File: src/rtl/neopixel_frame_ctrl.sv
// NeoPixel frame controller: a double-buffered RGB frame store filled from a UART byte stream,
// streamed one pixel at a time to a single-pixel serialiser at a programmable refresh rate.
module neopixel_frame_ctrl #(
    parameter int NUM_PIXELS     = 10,
    parameter int REFRESH_CYCLES = 1048576,
    parameter int RX_TIMEOUT     = 120000,
    parameter int BRIGHT_SHIFT   = 0
) (
    input  logic       CLK,
    input  logic       RESETN,
    input  logic [7:0] rx_byte,
    input  logic       rx_valid,
    input  logic       px_busy,
    output logic       px_valid,
    output logic [7:0] px_r,
    output logic [7:0] px_g,
    output logic [7:0] px_b,
    output logic       frame_done,
    output logic       swap_pend
);

    localparam int IDX_W = (NUM_PIXELS > 1) ? $clog2(NUM_PIXELS) : 1;
    localparam int REF_W = $clog2(REFRESH_CYCLES);
    localparam int TO_W  = (RX_TIMEOUT > 1) ? $clog2(RX_TIMEOUT) : 1;

    localparam logic [IDX_W-1:0] LAST_IDX = IDX_W'(NUM_PIXELS - 1);
    localparam logic [REF_W-1:0] REF_LAST = REF_W'(REFRESH_CYCLES - 1);
    localparam logic [TO_W-1:0]  TO_LAST  = TO_W'(RX_TIMEOUT - 1);

    typedef enum logic [1:0] {GAP, LOAD, ACK, DRAIN} state_t;

    state_t           state;
    state_t           state_next;

    logic [7:0]       frame_mem [0:1][0:NUM_PIXELS-1][0:2];
    logic             front_sel;
    logic [IDX_W-1:0] wr_ptr;
    logic [1:0]       byte_idx;
    logic [TO_W-1:0]  to_cnt;
    logic [REF_W-1:0] ref_cnt;
    logic [IDX_W-1:0] px_idx;

    logic             swap_now;
    logic             wr_en;
    logic             wr_sel;
    logic             last_byte;
    logic             in_gap;
    logic             load_px;
    logic             ack_done;
    logic             next_px;
    logic             frame_end;

    // The swap cycle hands the old front to the loader, so a byte arriving then lands at wr_ptr=0.
    assign swap_now  = (state == GAP) && (ref_cnt == REF_LAST) && swap_pend;
    assign wr_en     = rx_valid && (!swap_pend || swap_now);
    assign wr_sel    = swap_now ? front_sel : ~front_sel;
    assign last_byte = (wr_ptr == LAST_IDX) && (byte_idx == 2'd2);

    // NOTE: the frame store has no reset; clearing an array costs a write port per entry, and the
    // loader pointers alone decide which bytes are meaningful.
    always_ff @(posedge CLK) begin
        if (wr_en) begin
            frame_mem[wr_sel][wr_ptr][byte_idx] <= rx_byte;
        end
    end

    // NOTE: every clocked process uses non-blocking assignments so all registers update from
    // the same pre-edge values regardless of evaluation order.
    always_ff @(posedge CLK) begin
        if (!RESETN) begin
            wr_ptr    <= '0;
            byte_idx  <= '0;
            to_cnt    <= '0;
            swap_pend <= 1'b0;
            front_sel <= 1'b0;
        end else begin
            if (swap_now) begin
                front_sel <= ~front_sel;
                swap_pend <= 1'b0;
            end
            if (rx_valid) begin
                to_cnt <= '0;
                if (wr_en) begin
                    if (byte_idx == 2'd2) begin
                        byte_idx <= '0;
                        if (last_byte) begin
                            wr_ptr    <= '0;
                            swap_pend <= 1'b1;
                        end else begin
                            wr_ptr <= wr_ptr + 1'b1;
                        end
                    end else begin
                        byte_idx <= byte_idx + 2'd1;
                    end
                end
            end else if ((wr_ptr != '0) || (byte_idx != '0)) begin
                // A stalled partial frame is abandoned so the next byte starts a fresh frame.
                if (to_cnt == TO_LAST) begin
                    wr_ptr   <= '0;
                    byte_idx <= '0;
                    to_cnt   <= '0;
                end else begin
                    to_cnt <= to_cnt + 1'b1;
                end
            end else begin
                to_cnt <= '0;
            end
        end
    end

    always_ff @(posedge CLK) begin
        if (!RESETN) begin
            state <= GAP;
        end else begin
            state <= state_next;
        end
    end

    // NOTE: combinational blocks assign a default first so no path leaves a signal unassigned,
    // which would otherwise infer a latch.
    always_comb begin
        state_next = state;
        case (state)
            GAP:     if (ref_cnt == REF_LAST) state_next = LOAD;
            LOAD:    state_next = ACK;
            ACK:     if (px_busy) state_next = DRAIN;
            DRAIN:   if (!px_busy) state_next = (px_idx == LAST_IDX) ? GAP : LOAD;
            default: state_next = GAP;
        endcase
    end

    always_comb begin
        in_gap    = (state == GAP);
        load_px   = (state == LOAD);
        ack_done  = (state == ACK) && px_busy;
        next_px   = (state == DRAIN) && !px_busy && (px_idx != LAST_IDX);
        frame_end = (state == DRAIN) && !px_busy && (px_idx == LAST_IDX);
    end

    always_ff @(posedge CLK) begin
        if (!RESETN) begin
            ref_cnt    <= '0;
            px_idx     <= '0;
            px_valid   <= 1'b0;
            px_r       <= '0;
            px_g       <= '0;
            px_b       <= '0;
            frame_done <= 1'b0;
        end else begin
            frame_done <= frame_end;
            if (frame_end || (in_gap && ref_cnt == REF_LAST)) begin
                ref_cnt <= '0;
            end else if (in_gap) begin
                ref_cnt <= ref_cnt + 1'b1;
            end
            if (in_gap) begin
                px_idx <= '0;
            end else if (next_px) begin
                px_idx <= px_idx + 1'b1;
            end
            if (load_px) begin
                px_r     <= frame_mem[front_sel][px_idx][0] >> BRIGHT_SHIFT;
                px_g     <= frame_mem[front_sel][px_idx][1] >> BRIGHT_SHIFT;
                px_b     <= frame_mem[front_sel][px_idx][2] >> BRIGHT_SHIFT;
                px_valid <= 1'b1;
            end else if (ack_done) begin
                px_valid <= 1'b0;
            end
        end
    end

endmodule

File: config.mk
export PLATFORM = sky130hd
export DESIGN_NAME = neopixel_frame_ctrl
export DESIGN_NICKNAME = d
export VERILOG_FILES = /design/src/rtl/neopixel_frame_ctrl.sv
export SDC_FILE = /design/constraint.sdc
export NUM_CORES = 1
export LEC_CHECK = 0
export CAP_MARGIN = 20
export CORE_MARGIN = 2
export CORE_UTILIZATION = 50
export CTS_BUF_LIST = sky130_fd_sc_hd__clkbuf_4
export DETAILED_ROUTE_END_ITERATION = 12
export DONT_BUFFER_PORTS = 1
export PLACE_DENSITY = 0.75
export REMOVE_ABC_BUFFERS = 1
export SLEW_MARGIN = 40
export SYNTH_ARGS = -nofsm -noshare
export SYNTH_HDL_FRONTEND = slang
export SYNTH_SLANG_ARGS = --single-unit
File: constraint.sdc
create_clock -name CLK -period 3.24 [get_ports CLK]
set_input_delay 0.648 -clock CLK [delete_from_list [all_inputs] [get_ports CLK]]
set_output_delay 0.648 -clock CLK [all_outputs]
set_load 0.02 [all_outputs]
==> impl_metrics.json <==
{
  "syn_to_final_growth_pct": 14.8,
  "max_clock_freq_mhz": 351,
  "final_util": 0.581,
  "cts_tree": "yes",
  "ant_nets": 0,
  "dp_slack_ns": 0.440,
  "post_cts_buffers": 0,
  "slew_headroom": 0.509,
  "required_ns": 3.66,
  "power_frac_clock": 0.397,
  "synth_edf_count": 480,
  "ys_seq_area_frac": 0.734,
  "cts_root_buffer": "clkbuf_4",
  "endpoint_kind": "register",
  "wirelength_mm": 45.3,
  "p_total_mw": 14.9,
  "cts.sinks": 558,
  "switchingPower_mw": 3.40,
  "power_frac_seq": 0.558,
  "final_max_slew_viol_count": 0,
  "switching_share": 0.229,
  "initial_utilization": 0.506,
  "dieHeight_um": 213,
  "viasPerCell": 5.74,
  "syn_area_um2": 21800,
  "antenna_found_initial": 1,
  "layoutNonFillerInstCount": 2035,
  "comb_power_share": 0.045,
  "synth_ff_type": "edfxtp_1",
  "clk_pin_slew_ns": 0.07,
  "ys_top_cells_by_area": "edfxtp_1 (66%), mux4_2 (12%), dfxtp_1 (7.2%)",
  "drv_cap": 0,
  "yosys-top-cells-count": "edfxtp_1 (480), mux4_2 (120), nor2_1 (111)",
  "drive_above_1_share": 0.298,
  "numPortBuffers": 0,
  "yosysUniqueCellTypes": 51,
  "critPathLaunchType": "register",
  "die_width_um": 213,
  "insertion_delay_ns": 0.83,
  "async_flop_share": 0,
  "syn_inst": 1174,
  "worst_pin_slew_ns": 0.737,
  "skew_ns": 0.0478,
  "r2r_slack_ns": 0.39,
  "dp_hpwl_mm": 26.3,
  "final_hold_viol_count": 0,
  "crit_arrival_ns": 3.27,
  "die_area_um2": 45200,
  "internal-power_mw": 11.5,
  "power_density_nw_per_um2": 594,
  "avgSynthCellArea_um2": 18.5,
  "core-area_um2": 43000,
  "period_minus_slack_ns": 2.85,
  "place_inst": 1779,
  "synth.top_cell.area_share": 0.662,
  "yosysWarningCount": 0,
  "setup_viol": 0,
  "hold_class": "in2reg",
  "tns_ns": 0,
  "setup_ws_ns": 0.391,
  "first_pass_iters": 7,
  "cp_max_fo": 9,
  "yosysMostFrequentCell": "edfxtp_1",
  "drt_iter0_markers": 1025,
  "grt-ovfl-total": 0,
  "vias": 11676,
  "drc": 0,
  "period_share": 0.879,
  "grt_first_pass_wirelength_mm": 69.0,
  "wl_per_cell_um": 22.3,
  "place.gp.congestion": 0.816,
  "leakagePower_nw": 8.04,
  "cts_buffer_depth": 3,
  "synth_top_area_cell": "edfxtp_1",
  "grt_start_max_net_pins": 61,
  "ys_seq_elements": 558,
  "worstSetupPathType": "reg2reg",
  "status": "complete, no violations",
  "nNetsFinal": 1368,
  "gr-usage-all-layers": 0.208,
  "placementRows": 76,
  "ios": 39,
  "ir_drop_uv": 263,
  "cts.htree.levels": 4,
  "grt_pass1_vias": 11880,
  "numCtsBuffers": 136,
  "rsz0062_at_grt": "no"
}
[sequential cells by signal, indices dropped and copies added (netlist names), named ones only]
register and cells:
byte_idx 2, frame_done 1, frame_mem 480, front_sel 1, px_b 8, px_g 8, px_idx 4, px_r 8
px_valid 1, ref_cnt 20, state 2, swap_pend 1, to_cnt 17, wr_ptr 4
[per-stage QoR]
stage                     cell area (um2)  hold WS, ns
final                               25000       0.0789
after global routing                25000       0.0235
after detailed placement            22900        0.437
after CTS                           25000      0.00735
after global placement              22900        0.429
after floorplan                     21500        0.418
[worst paths after layout]
kind	startpoint	to	depth (start not counted)
hold / removal	px_busy	frame_done	2
setup reg to reg	state[0]	frame_mem[0][172]	7
setup / recovery	state[0]	frame_mem[0][172]	7
hold reg to reg	to_cnt[0]	to_cnt[0]	1
[per-layer routing]
metal / wire (um) / GRT usage / vias up / part of all wire
li1: - / - / 5154 / -
met1: 18200 / 0.275 / 5999 / 0.40
met2: 22800 / 0.336 / 459 / 0.50
met3: 3340 / 0.0486 / 64 / 0.074
met4: 979 / 0.0815 / 0 / 0.022
met5: 0 / 0 / - / 0
[power groups by stage]
stage	Combinational [mW]	Clock [mW]	Sequential, mW
after floorplan	0.347	0	8.39
after global placement	0.489	0	8.44
after detailed placement	0.514	0	8.45
after CTS	0.661	6.06	8.29
after global routing	0.720	6.40	8.31
final	0.663	5.91	8.29
[kinds of logic (layout without fill, tap and decap cells)]
| logic type | Yosys count | after routing | share of synthesized area |
|---|---|---|---|
| AND/OR/NAND/NOR | 253 | 253 | 0.0538 |
| flip-flops | 558 | 558 | 0.734 |
| multiplexers | 151 | 151 | 0.138 |
| XOR/XNOR | 35 | 35 | 0.0141 |
| adder cells (fa/ha/maj) | 13 | 13 | 0.00747 |
| buffers and inverters | 65 | 340 | 0.0126 |
| other | 0 | 1 | 0 |
| AO/OA/AOI/OAI | 99 | 99 | 0.0395 |
[placed cells by master, fill, tap and decap left out, types with 8 or more instances in the layout]
| cell type | synthesis | final |
|---|---|---|
| buf_16 | 0 | 8 |
| a22oi_1 | 24 | 24 |
| o211a_1 | 24 | 24 |
| inv_1 | 11 | 11 |
| mux2i_1 | 31 | 31 |
| buf_4 | 0 | 69 |
| edfxtp_1 | 480 | 480 |
| xnor2_1 | 11 | 11 |
| mux4_2 | 120 | 120 |
| dfxtp_1 | 78 | 75 |
| nand3_1 | 17 | 17 |
| nor2_1 | 111 | 111 |
| ha_1 | 13 | 12 |
| clkbuf_4 | 0 | 192 |
| nand4_1 | 12 | 12 |
| o2111ai_1 | 24 | 24 |
| xor2_1 | 24 | 24 |
| clkinv_1 | 0 | 34 |
| nand2_1 | 64 | 64 |
[critical path, stage by stage, from the launching register on]
cell and delay, ns:
dfxtp_1 0.35, inv_1 0.15, ha_1 0.31, and3_1 0.30, nand3_1 0.14, o32ai_4 0.33
nand2_1 0.30, nor2_1 0.58
[repair_timing]
action / 4_1_cts / 5_1_grt
hold buffers: 11 / 0
gates resized for setup: 0 / 0
hold endpoints to repair: 517 / 0
[layout make-up]
| cell class | count | area [um2] |
|---|---|---|
| Tap cell | 585 | 732 |
| Timing Repair Buffer | 85 | 878 |
| Clock inverter | 52 | 372 |
| Antenna cell | 1 | 2.50 |
| Multi-Input combinational cell | 551 | 5540 |
| Clock buffer | 192 | 1440 |
| Sequential cell | 558 | 16000 |
| Inverter | 11 | 41.3 |
| Fill cell | 3170 | 18000 |
(Power assumes the default switching activity.)
